--- config.mk ---
export PLATFORM = sky130hd
export DESIGN_NAME = cla_pipe_adder
export DESIGN_NICKNAME = d
export VERILOG_FILES = /design/src/rtl/cla_pipe_adder.sv
export SDC_FILE = /design/constraint.sdc
export NUM_CORES = 1
export LEC_CHECK = 0
export ABC_AREA = 1
export CAP_MARGIN = 10
export CORE_ASPECT_RATIO = 0.75
export CORE_MARGIN = 10
export CORE_UTILIZATION = 61
export CTS_CLUSTER_DIAMETER = 120
export DETAILED_ROUTE_END_ITERATION = 6
export PLACE_DENSITY = 0.87
export SLEW_MARGIN = 20
export SYNTH_ARGS = -nofsm -noshare
export SYNTH_HDL_FRONTEND = slang
export SYNTH_HIERARCHICAL = 1
export SYNTH_SLANG_ARGS = --single-unit
export TNS_END_PERCENT = 1
--- constraint.sdc ---
create_clock -name clk -period 12.2 [get_ports clk]
set_input_delay 2.44 -clock clk [delete_from_list [all_inputs] [get_ports clk]]
set_output_delay 2.44 -clock clk [all_outputs]
set_load 0.03 [all_outputs]
--- src/rtl/cla_pipe_adder.sv ---
// ---------------------------------------------------------------------------
// cla_pipe_adder
//   Pipelined carry-lookahead adder/subtractor built from 4-bit CLA groups.
//   Each pipeline stage resolves GROUPS_PER_STAGE groups. The carry between
//   stages is registered, and the unprocessed upper operand slices travel
//   down the pipe with the partial result (operand skew).
//
// Ports
//   clk, rst          clock; asynchronous active-high reset
//   in_valid/in_ready input handshake (in_ready = global advance)
//   a, b, c_in, sub   operands; sub=1 computes a-b and ignores c_in
//   out_valid/out_ready output handshake
//   s, c_out          sum/difference and carry out of the MSB
//   overflow, zero    signed overflow, s==0
//   g_out, p_out      word-level generate / propagate for cascading
//
// cla_slice
//   Combinational block for one stage. It runs GPS 4-bit CLA groups, uses
//   group-level lookahead for the inter-group carries, and produces the
//   stage G/P.
// ---------------------------------------------------------------------------

module cla_slice #(
    parameter int GPS = 2
) (
    input  logic [4*GPS-1:0] a,
    input  logic [4*GPS-1:0] b,
    input  logic             cin,
    output logic [4*GPS-1:0] sum,
    output logic             cout,
    output logic             cmsb,
    output logic             grp_g,
    output logic             grp_p
);
    localparam int SW = 4 * GPS;

    // Carries into bits 0..3 of one group, fully expanded lookahead terms.
    function automatic logic [3:0] cla4_carry(input logic [3:0] g, input logic [3:0] p,
                                              input logic c);
        logic [3:0] cc;
        cc[0] = c;
        cc[1] = g[0] | (p[0] & c);
        cc[2] = g[1] | (p[1] & g[0]) | (p[1] & p[0] & c);
        cc[3] = g[2] | (p[2] & g[1]) | (p[2] & p[1] & g[0]) | (p[2] & p[1] & p[0] & c);
        return cc;
    endfunction

    // Group generate: the group produces a carry on its own.
    function automatic logic cla4_gen(input logic [3:0] g, input logic [3:0] p);
        return g[3] | (p[3] & g[2]) | (p[3] & p[2] & g[1]) | (p[3] & p[2] & p[1] & g[0]);
    endfunction

    logic [SW-1:0]  g_s;
    logic [SW-1:0]  p_s;
    logic [SW-1:0]  c_s;
    logic [GPS-1:0] gg_s;
    logic [GPS-1:0] pp_s;
    logic [GPS:0]   cg_s;
    logic           term_s;
    logic           gen_s;

    // Bit, group and stage lookahead. Each group carry is written as an
    // expanded sum of products over the lower groups, so no carry ripples.
    always_comb begin
        g_s    = a & b;
        p_s    = a ^ b;
        gg_s   = '0;
        pp_s   = '0;
        cg_s   = '0;
        c_s    = '0;
        term_s = 1'b0;
        gen_s  = 1'b0;
        for (int i = 0; i < GPS; i++) begin
            gg_s[i] = cla4_gen(g_s[4*i +: 4], p_s[4*i +: 4]);
            pp_s[i] = &p_s[4*i +: 4];
        end
        for (int i = 0; i <= GPS; i++) begin
            cg_s[i] = cin;
            for (int j = 0; j < i; j++) begin
                cg_s[i] = cg_s[i] & pp_s[j];
            end
            for (int j = 0; j < i; j++) begin
                term_s = gg_s[j];
                for (int m = j + 1; m < i; m++) begin
                    term_s = term_s & pp_s[m];
                end
                cg_s[i] = cg_s[i] | term_s;
            end
        end
        for (int j = 0; j < GPS; j++) begin
            term_s = gg_s[j];
            for (int m = j + 1; m < GPS; m++) begin
                term_s = term_s & pp_s[m];
            end
            gen_s = gen_s | term_s;
        end
        for (int i = 0; i < GPS; i++) begin
            c_s[4*i +: 4] = cla4_carry(g_s[4*i +: 4], p_s[4*i +: 4], cg_s[i]);
        end
    end

    assign sum   = p_s ^ c_s;
    assign cout  = cg_s[GPS];
    assign cmsb  = c_s[SW-1];
    assign grp_g = gen_s;
    assign grp_p = &pp_s;
endmodule

module cla_pipe_adder #(
    parameter int WIDTH            = 32,
    parameter int GROUPS_PER_STAGE = 2
) (
    input  logic             clk,
    input  logic             rst,
    input  logic             in_valid,
    output logic             in_ready,
    input  logic [WIDTH-1:0] a,
    input  logic [WIDTH-1:0] b,
    input  logic             c_in,
    input  logic             sub,
    output logic             out_valid,
    input  logic             out_ready,
    output logic [WIDTH-1:0] s,
    output logic             c_out,
    output logic             overflow,
    output logic             zero,
    output logic             g_out,
    output logic             p_out
);
    localparam int SW     = 4 * GROUPS_PER_STAGE;
    localparam int STAGES = (GROUPS_PER_STAGE > 0) ? (WIDTH / (4 * GROUPS_PER_STAGE)) : 1;

    if ((GROUPS_PER_STAGE < 1) || (WIDTH < 4 * GROUPS_PER_STAGE) ||
        ((WIDTH % (4 * GROUPS_PER_STAGE)) != 0)) begin : g_bad_params
        $error("cla_pipe_adder: WIDTH must be a positive multiple of 4*GROUPS_PER_STAGE");
    end

    // Stage registers
    logic             valid_r [STAGES];
    logic [WIDTH-1:0] sum_r   [STAGES];
    logic             carry_r [STAGES];
    logic             gg_r    [STAGES];
    logic             pp_r    [STAGES];
    logic [WIDTH-1:0] rem_a_r [STAGES];
    logic [WIDTH-1:0] rem_b_r [STAGES];
    logic             ovf_r;
    logic             zero_r;

    // Stage inputs: ports for stage 0, previous stage register otherwise
    logic             in_v_s   [STAGES];
    logic [WIDTH-1:0] in_a_s   [STAGES];
    logic [WIDTH-1:0] in_b_s   [STAGES];
    logic             in_c_s   [STAGES];
    logic [WIDTH-1:0] in_sum_s [STAGES];
    logic             in_g_s   [STAGES];
    logic             in_p_s   [STAGES];

    // Slice outputs and next-state values
    logic [SW-1:0]    sl_sum_s  [STAGES];
    logic             sl_cout_s [STAGES];
    logic             sl_cmsb_s [STAGES];
    logic             sl_g_s    [STAGES];
    logic             sl_p_s    [STAGES];
    logic [WIDTH-1:0] nxt_sum_s [STAGES];
    logic             nxt_g_s   [STAGES];
    logic             nxt_p_s   [STAGES];

    logic advance_s;

    // The whole pipe moves together; a full output that is not taken freezes it.
    assign advance_s = !valid_r[STAGES-1] || out_ready;
    assign in_ready  = advance_s;

    for (genvar k = 0; k < STAGES; k++) begin : g_stage
        if (k == 0) begin : g_first
            // Subtraction is a + ~b + 1, so the carry is forced to 1 and c_in is ignored.
            assign in_v_s[k]   = in_valid;
            assign in_a_s[k]   = a;
            assign in_b_s[k]   = b ^ {WIDTH{sub}};
            assign in_c_s[k]   = sub | c_in;
            assign in_sum_s[k] = {WIDTH{1'b0}};
            assign in_g_s[k]   = 1'b0;
            assign in_p_s[k]   = 1'b1;
        end else begin : g_next
            assign in_v_s[k]   = valid_r[k-1];
            assign in_a_s[k]   = rem_a_r[k-1];
            assign in_b_s[k]   = rem_b_r[k-1];
            assign in_c_s[k]   = carry_r[k-1];
            assign in_sum_s[k] = sum_r[k-1];
            assign in_g_s[k]   = gg_r[k-1];
            assign in_p_s[k]   = pp_r[k-1];
        end

        // The remaining operands are kept right-aligned, so each stage
        // always works on the low SW bits.
        cla_slice #(.GPS(GROUPS_PER_STAGE)) u_slice (
            .a     (in_a_s[k][SW-1:0]),
            .b     (in_b_s[k][SW-1:0]),
            .cin   (in_c_s[k]),
            .sum   (sl_sum_s[k]),
            .cout  (sl_cout_s[k]),
            .cmsb  (sl_cmsb_s[k]),
            .grp_g (sl_g_s[k]),
            .grp_p (sl_p_s[k])
        );

        // The bits above this slice are still zero, so the new slice is OR-ed into place.
        assign nxt_sum_s[k] = in_sum_s[k] | (WIDTH'(sl_sum_s[k]) << (k * SW));
        // Word G/P accumulate upwards: this slice sits above everything already seen.
        assign nxt_g_s[k]   = sl_g_s[k] | (sl_p_s[k] & in_g_s[k]);
        assign nxt_p_s[k]   = sl_p_s[k] & in_p_s[k];
    end

    // Pipeline registers: load on advance, hold on stall, clear on reset.
    always_ff @(posedge clk or posedge rst) begin
        if (rst) begin
            for (int k = 0; k < STAGES; k++) begin
                valid_r[k] <= 1'b0;
                sum_r[k]   <= {WIDTH{1'b0}};
                carry_r[k] <= 1'b0;
                gg_r[k]    <= 1'b0;
                pp_r[k]    <= 1'b0;
                rem_a_r[k] <= {WIDTH{1'b0}};
                rem_b_r[k] <= {WIDTH{1'b0}};
            end
            ovf_r  <= 1'b0;
            zero_r <= 1'b0;
        end else if (advance_s) begin
            for (int k = 0; k < STAGES; k++) begin
                valid_r[k] <= in_v_s[k];
                sum_r[k]   <= nxt_sum_s[k];
                carry_r[k] <= sl_cout_s[k];
                gg_r[k]    <= nxt_g_s[k];
                pp_r[k]    <= nxt_p_s[k];
                rem_a_r[k] <= in_a_s[k] >> SW;
                rem_b_r[k] <= in_b_s[k] >> SW;
            end
            // Overflow compares the carry into the MSB with the carry out of it.
            ovf_r  <= sl_cmsb_s[STAGES-1] ^ sl_cout_s[STAGES-1];
            zero_r <= (nxt_sum_s[STAGES-1] == {WIDTH{1'b0}});
        end
    end

    assign out_valid = valid_r[STAGES-1];
    assign s         = sum_r[STAGES-1];
    assign c_out     = carry_r[STAGES-1];
    assign g_out     = gg_r[STAGES-1];
    assign p_out     = pp_r[STAGES-1];
    assign overflow  = ovf_r;
    assign zero      = zero_r;
endmodule

# == Word-level counts from Yosys, hierarchy flattened ==
# Index checks and enable logic that the tools add are counted.
# word_totals
regBits,218
out_inout_bits,39
# classes
n_bitwise,239
reduce_logical,15
# op_table
op,n
AND 1 bit,130
OR 1 bit,92
bitwise XOR 8 bit,8
AND 8 bit,4
logical NOT 32 bit,1
OR 32 x 24 -> 32 bit,1
OR 32 bit,1
AND reduction 4 bit,8
AND reduction 8 bit,4
bitwise XOR 32 bit,1
OR 8 x 16 -> 16 bit,1
logical NOT 1 bit,1
logical OR 1 bit,1
bitwise XOR 1 bit,1

# == Logic depth before layout (Yosys ltp) ==
# Gate-level depths: netlist of run 1.
# logic_depth
word_depth,11
depth_mapped,15
mapped_depth_nobuf,15

# == By module ==
# The synthesis of run 1 kept the hierarchy.
# by_module_without_submodules
module,instances,cells_each,area_per_inst_um2,seq_area_each_um2
cla_pipe_adder,1,815,7920.1,4854.7
cla_slice,4,67,432.9,0.0

# == Worst setup path before layout of run 1 ==
# No wires, ideal clock.
# synth_path
path_kind,in2out
from,input out_ready
to,output in_ready
t_arrival_ns,2.969
t_required_ns,9.760
setup_slack_ns,6.791
stages,4
path_cell_list,nor2_4 -> inv_4 -> buf_6 -> buf_6
# synth_via
elab_chain_cells,1
# synth_rtl
element,line_no,source
from (decl),122,"input logic out_ready,"
logical OR 1 bit,171,assign advance_s = !valid_r[STAGES-1] || out_ready;
to (decl),116,"output logic in_ready,"
# No other way between the ends.

# == Worst setup path after layout of run 1 ==
# Ends and elaborated chain as after synthesis.

==> results of run 1 <==
## stage by stage
| step | instances | hold WS [ns] | area [µm²] | util, % |
|---|---|---|---|---|
| floorplan | 1083 | 0.4400 | 9652 | - |
| global placement | 1353 | 0.4494 | 10590 | 68.89 |
| detailed placement | 1353 | 0.4576 | 10590 | 68.89 |
| CTS | 1383 | 0.4746 | 11110 | 72.28 |
| global route | 1383 | 0.4949 | 11110 | 72.28 |
| finish | 1383 | 0.4730 | 11110 | 72.28 |
## report_power, final
| part | internal, µW | switching, µW |
|---|---|---|
| clock | 268 | 232 |
| sequential | 921 | 150 |
| combinational | 494 | 850 |
## flip-flops by register name, summed over array words and instances, names as in the netlist
signal / flops
in_sum_s: 48
carry_r: 3
s: 32
out_valid: 1
gg_r: 3
overflow: 1
c_out: 1
g_out: 1
in_b_s: 48
in_a_s: 48
in_v_s: 3
p_out: 1
in_p_s: 3
zero: 1
## final cells by class
cell class | count | area (µm²)
fill | 1135 | 4262
clock buffer | 21 | 460.4
clock inverter | 9 | 60.06
tap | 205 | 256.5
timing repair buffer | 111 | 1111
multi-input combinational | 716 | 3880
sequential | 194 | 4855
inverter | 127 | 486.7
## cell usage after synthesis (all sizes together)
cell	instances	area (µm²)
nand2	432	1692
and3	4	30.03
buf	43	426.7
fa	8	160.2
nand3	14	90.09
ha	32	400.4
inv	127	479.2
nor3	1	5.000
a21oi	19	155.1
nand4	2	12.51
xnor2	33	289.0
o21ai	128	757.0
dfrtp	194	4855
xor2	12	105.1
nor2	25	141.4
clkbuf	3	11.26
o21bai	4	30.03
or2	2	12.51
## kinds of logic (layout without fill, tap and decap cells)
| family | count (synthesis) | in the layout | synth area share (%) |
|---|---|---|---|
| compound gates | 151 | 151 | 9.761 |
| simple gates | 480 | 480 | 20.55 |
| xor+xnor | 45 | 45 | 4.084 |
| flops | 194 | 194 | 50.30 |
| fa+ha+maj | 40 | 40 | 5.808 |
| buf+inv | 173 | 268 | 9.502 |
## critical path: stages
cell                              delay (ns)
sky130_fd_sc_hd__clkdlybuf4s50_1        0.45
sky130_fd_sc_hd__nor2_4                 0.14
sky130_fd_sc_hd__buf_12                 0.57
sky130_fd_sc_hd__inv_4                  0.52
sky130_fd_sc_hd__clkdlybuf4s50_1        0.73
## how the worst max path moves through the flow
stage                          from       end  slack [ns]  depth (start not counted)
after global routing      out_ready  in_ready        4.60                          5
final                     out_ready  in_ready        4.67                          5
after floorplan                 rst     c_out        4.48                          1
after CTS                 out_ready  in_ready        4.81                          5
after global placement    out_ready  in_ready        4.82                          5
after detailed placement  out_ready  in_ready        4.82                          5
## metal layers
metal,up-vias,track usage (%)
li1,3502,-
met1,3214,27.76
met2,172,26.49
met3,23,4.207
met4,0,6.445
met5,-,0
==> results.txt, run 1 <==
----------------------------------------------------
[Run status]
  Status ... completed

[Clock network]
  Post-CTS Hold Buffers ... 0
  Clock input transition at the sequential cells of the worst setup and hold paths ... 0.06 ns
  Number of sinks handled by clock tree synthesis ... 194
  Root buffer cell ... sky130_fd_sc_hd__clkbuf_16
  Clock tree from TritonCTS ... yes
  H-tree level count ... 4
  Post-CTS Setup Inserts ... 0
  Number of buffers created by CTS ... 17
  Maximum number of buffers from clock root to sink ... 2
  Post-CTS Resized ... 0
  Worst-skew pair later-pin latency ... 0.43 ns

[Placement]
  Worst slack at placement ... 4.817 ns
  Half-perimeter wire length after detailed placement ... 13570 µm
  Final GP Congestion ... 0.8063
  IO Port Bufs ... 108

[Cells and area]
  Commonest non-fill, non-tap cell in the layout ... sky130_fd_sc_hd__nand2_1
  Number of diodes ... 0
  Commonest non-fill, non-tap cells in the layout ... sky130_fd_sc_hd__nand2_1, sky130_fd_sc_hd__dfrtp_1, sky130_fd_sc_hd__inv_1
  Fraction of layout instances using a drive strength above 1 ... 8.829%
  Net count reported at finish ... 1277
  Area added between synthesis and finish ... 15.10%

[Worst setup path]
  Type of the worst setup path ... primary input to output port
  End of the worst register-to-register path ... in_sum_s[23]
  Required time reported for the critical path endpoint ... 9.76 ns
  R2R depth ... 7
  Worst reg2reg startpoint ... out_valid
  Critical path fanouts, max ... 241
  Startpoint type of the worst setup path ... primary input
  Arr. time, crit path ... 5.09 ns
  Critical Path Sink Type ... output port
  Setup slack, reg-to-reg ... 9.29 ns

[GRT]
  Pin count of the biggest net entering global routing ... 242
  Vias in the first global route ... 6732
  Global-route wire length before repair ... 32340 µm
  Antenna violations before repair ... 0
  GR Overflow Total ... 0
  Gr usage total ... 18.75%

[Floorplanning]
  Total die area ... 0.02131 mm²
  # IOs ... 109
  Initial core utilization ... 62.79%
  Std cell rows ... 39
  Placeable core region ... 0.01537 mm²
  Die Span Y ... 128.9 µm
  Horizontal extent of the die ... 165.2 µm

[Yosys]
  Count of synthesis-stage warnings from yosys ... 6
  Avg Synthesized Cell Area ... 8.912 µm²
  Syn nets ... 1193
  Number of library cell types mapped by synthesis ... 30
  Netlist area before placement ... 0.009652 mm²
  FF+latch count, synth ... 194
  Register area share after synthesis ... 50.30%
  Gate Count Post-Synth ... 1083

[Pwr]
  Power, Total ... 2916 µW
  Static Leakage ... 0.005625 µW
  Power per cell area ... 262.5 mW/mm²
  Peak supply drop ... 0.0001348 V

[Route]
  Antenna Violating Nets Remaining ... 0
  Initial drt markers ... 569
  DRC viols ... 0
  Total Wirelength ... 19380 µm
  Detailed-route wire length on metal 1 ... 9645 µm
  DR top layer ... met4
  Via/cell ratio ... 4.997
  Met3 layer wire length in the routed design ... 1207 µm
  Routed length per instance ... 14.01 µm
  Vias ... 6911
  Wire length on met2 ... 8223 µm
  Total iterations of the first detailed-routing run ... 5

[STA]
  Aggregate negative setup slack ... 0 ns
  Fin crit period ... 7.533 ns
  Final critical-path setup slack ... 4.667 ns
  Clk_skew ... 0.008275 ns
  Setup repair after global routing missed its margin ... false
  Slew at the pin with the worst max-slew slack ... 0.9440 ns
  Max-Slew Margin vs Limit ... 37.07%
  Final Cycle Share ... 61.75%
  Pins Over Slew Limit ... 0
  Peak Freq ... 132.8 MHz
  Endpoints failing hold ... 0
  Final setup vio count ... 0

[Worst hold path]
  Type of the tightest min-delay check ... flop to flop
  Hold_sp ... in_a_s[42]
  Sink of the worst hold path ... in_a_s[2]
  Number of cells traversed by the worst hold path ... 2

[Flow run]
  Maximum capacitance violations ... 0

----------------------------------------------------
Power figures use the tool's default switching activity.
==> run 2: changes to the inputs <==
--- a/config.mk
+++ b/config.mk
@@ -9,10 +9,10 @@
 export CAP_MARGIN = 10
 export CORE_ASPECT_RATIO = 0.75
 export CORE_MARGIN = 10
-export CORE_UTILIZATION = 61
+export CORE_UTILIZATION = 57
 export CTS_CLUSTER_DIAMETER = 120
 export DETAILED_ROUTE_END_ITERATION = 6
-export PLACE_DENSITY = 0.87
+export PLACE_DENSITY = 0.82
 export SLEW_MARGIN = 20
 export SYNTH_ARGS = -nofsm -noshare
 export SYNTH_HDL_FRONTEND = slang
==> constraint.sdc (replaced) <==
create_clock -name clk -period 7.17 [get_ports clk]
set_input_delay 1.434 -clock clk [delete_from_list [all_inputs] [get_ports clk]]
set_output_delay 1.434 -clock clk [all_outputs]
set_load 0.03 [all_outputs]
==> run 2 against run 1 <==
Die area increased by 6.0%. Count of clock-buffer cells in the layout increased by 3. Wire length decreased by 0.36%. Critical endpoint unchanged.
==> results.txt, run 2 (synthesis gave the netlist of run 1 again) <==
----------------------------------------------------
[Run status]
  Status ... completed

[Pwr]
  Switching power ... 2085 µW
  Clock share of power ... 17.5%
  Peak supply drop ... 0.0002890 V
  Sequential share of power ... 36.6%
  Power per cell area ... 445.5 mW/mm²
  Design internal power ... 2878 µW
  Net switching share of the total power ... 42.01%
  Part of the power in combinational logic ... 45.9%
  Static Leakage ... 0.005635 µW

[Worst setup path]
  Max incr delay on CP ... 0.81 ns
  Worst-path cell chain ... clkdlybuf4s50_1, nor2_4, inv_4, clkdlybuf4s50_1
  Slowest stage cell on the critical path ... sky130_fd_sc_hd__clkdlybuf4s50_1
  Required time reported for the critical path endpoint ... 5.74 ns
  Critical Path Sink Type ... output port
  Arr. time, crit path ... 3.35 ns
  Startpoint type of the worst setup path ... primary input
  CP most frequent cell ... sky130_fd_sc_hd__clkdlybuf4s50_1
  Type of the worst setup path ... primary input to output port
  Critical path fanouts, max ... 63

[STA]
  Pins Over Slew Limit ... 0
  Endpoints failing hold ... 0
  Setup repair after global routing missed its margin ... false
  Clk_skew ... 0.01168 ns
  Slew at the pin with the worst max-slew slack ... 0.9466 ns
  Fin crit period ... 4.786 ns
  Peak Freq ... 208.9 MHz
  Final setup vio count ... 0
  Aggregate negative setup slack ... 0 ns
  Final Cycle Share ... 66.76%
  Max-Slew Margin vs Limit ... 36.89%

[Floorplanning]
  Placeable core region ... 0.01672 mm²
  Initial core utilization ... 57.71%
  Die Span Y ... 132.7 µm
  Horizontal extent of the die ... 170.3 µm
  # IOs ... 109
  Std cell rows ... 41
  Total die area ... 0.02259 mm²

[Placement]
  Half-perimeter wire length after detailed placement ... 13330 µm
  Final GP Congestion ... 0.8194
  IO Port Bufs ... 108
  Post-placement cell count ... 1363

[Clock network]
  Root buffer cell ... sky130_fd_sc_hd__clkbuf_16
  Worst-skew pair later-pin latency ... 0.43 ns
  Clock tree from TritonCTS ... yes
  Post-CTS Resized ... 0
  Post-CTS Setup Inserts ... 0
  Maximum number of buffers from clock root to sink ... 2
  Clock input transition at the sequential cells of the worst setup and hold paths ... 0.06 ns
  H-tree level count ... 4
  Number of buffers created by CTS ... 17
  Post-CTS Hold Buffers ... 0
  Number of sinks handled by clock tree synthesis ... 194

[Route]
  Met3 layer wire length in the routed design ... 1182 µm
  Via/cell ratio ... 4.953
  Antenna Violating Nets Remaining ... 0
  Wire length on met2 ... 8023 µm
  Total iterations of the first detailed-routing run ... 7
  Vias ... 6909
  Initial drt markers ... 598
  Routed length per instance ... 13.84 µm
  DR top layer ... met4
  Total Wirelength ... 19310 µm
  DRC viols ... 0
  Detailed-route wire length on metal 1 ... 9939 µm

[GRT]
  Global-route wire length before repair ... 32670 µm
  GR Overflow Total ... 0
  Antenna violations before repair ... 0
  Pin count of the biggest net entering global routing ... 241
  Vias in the first global route ... 6744
  Gr usage total ... 17.66%

[Cells and area]
  Layout filler cell count ... 1365
  Area added between synthesis and finish ... 15.43%
  Commonest non-fill, non-tap cells in the layout ... sky130_fd_sc_hd__nand2_1, sky130_fd_sc_hd__dfrtp_1, sky130_fd_sc_hd__inv_1
  Net count reported at finish ... 1277
  Fraction of layout instances using a drive strength above 1 ... 8.814%
  Final standard cell count with taps included and fillers excluded ... 1395
  Number of diodes ... 0
  Commonest non-fill, non-tap cell in the layout ... sky130_fd_sc_hd__nand2_1

[Flow run]
  Maximum capacitance violations ... 0

[Worst hold path]
  Type of the tightest min-delay check ... flop to flop

----------------------------------------------------
==> run 2: cell count changes in the layout (fill, tap and decap cells not counted), sizes merged <==
cell,change
clkinvlp,-1
inv,-1
clkbuf,+3
clkinv,+1
==> run 2: power groups by stage <==
stage / combinational, µW / sequential (µW) / clock [µW]
6_report: 2280 / 1820 / 870
4_1_cts: 2280 / 1820 / 882
2_1_floorplan: 1560 / 1960 / 0
3_5_place_dp: 2260 / 1830 / 0
5_1_grt: 2570 / 1870 / 929
3_3_place_gp: 2180 / 1820 / 0
==> run 2: per-layer routing <==
layer  GRT usage, %  up-vias
li1               -     3501
met1          26.14     3226
met2          25.16      169
met3          4.517       13
met4          4.278        0
met5              0        -
==> run 2: path summary, 6_finish.rpt <==
| kind | startpoint | slack, ns | end | depth (start not counted) |
|---|---|---|---|---|
| max in group asynchronous | rst | 4.59 | in_sum_s[17] | 3 |
| min reg2reg | in_v_s[0] | 0.47 | out_valid | 1 |
| min in group asynchronous | rst | 1.55 | s[2] | 2 |
| min | in_v_s[0] | 0.47 | out_valid | 1 |
| max reg2reg | in_b_s[3] | 4.74 | zero | 13 |
| max | out_ready | 2.38 | in_ready | 4 |
==> run 2: critical path, delay by kind of cell <==
| family | cells | cell delay [ns] |
|---|---|---|
| AND/OR/NAND/NOR | 1 | 0.07 |
| buffers and inverters | 3 | 1.82 |
==> run 2: per-stage QoR <==
| stage | area [µm²] | hold slack (ns) | utilization, % | power (µW) | setup WS (ns) |
|---|---|---|---|---|---|
| 2_1_floorplan | 9652 | 0.4400 | - | 3519 | 0.4521 |
| 3_3_place_gp | 10600 | 0.4492 | 63.39 | 4000 | 2.404 |
| 3_5_place_dp | 10600 | 0.4511 | 63.39 | 4092 | 2.403 |
| 4_1_cts | 11140 | 0.4676 | 66.59 | 4984 | 2.391 |
| 5_1_grt | 11140 | 0.4737 | 66.62 | 5378 | 2.301 |
| 6_report | 11140 | 0.4669 | 66.62 | 4963 | 2.384 |
==> run 2: final cells by class <==
| type | count | area [µm²] | share of cell area (%) |
|---|---|---|---|
| clock buffer | 24 | 481.7 | 4.324 |
| clock inverter | 8 | 52.55 | 0.4717 |
| inverter | 127 | 491.7 | 4.414 |
| multi-input combinational | 716 | 3880 | 34.83 |
| sequential | 194 | 4855 | 43.58 |
| tap | 215 | 269.0 | 2.415 |
| timing repair buffer | 111 | 1111 | 9.973 |
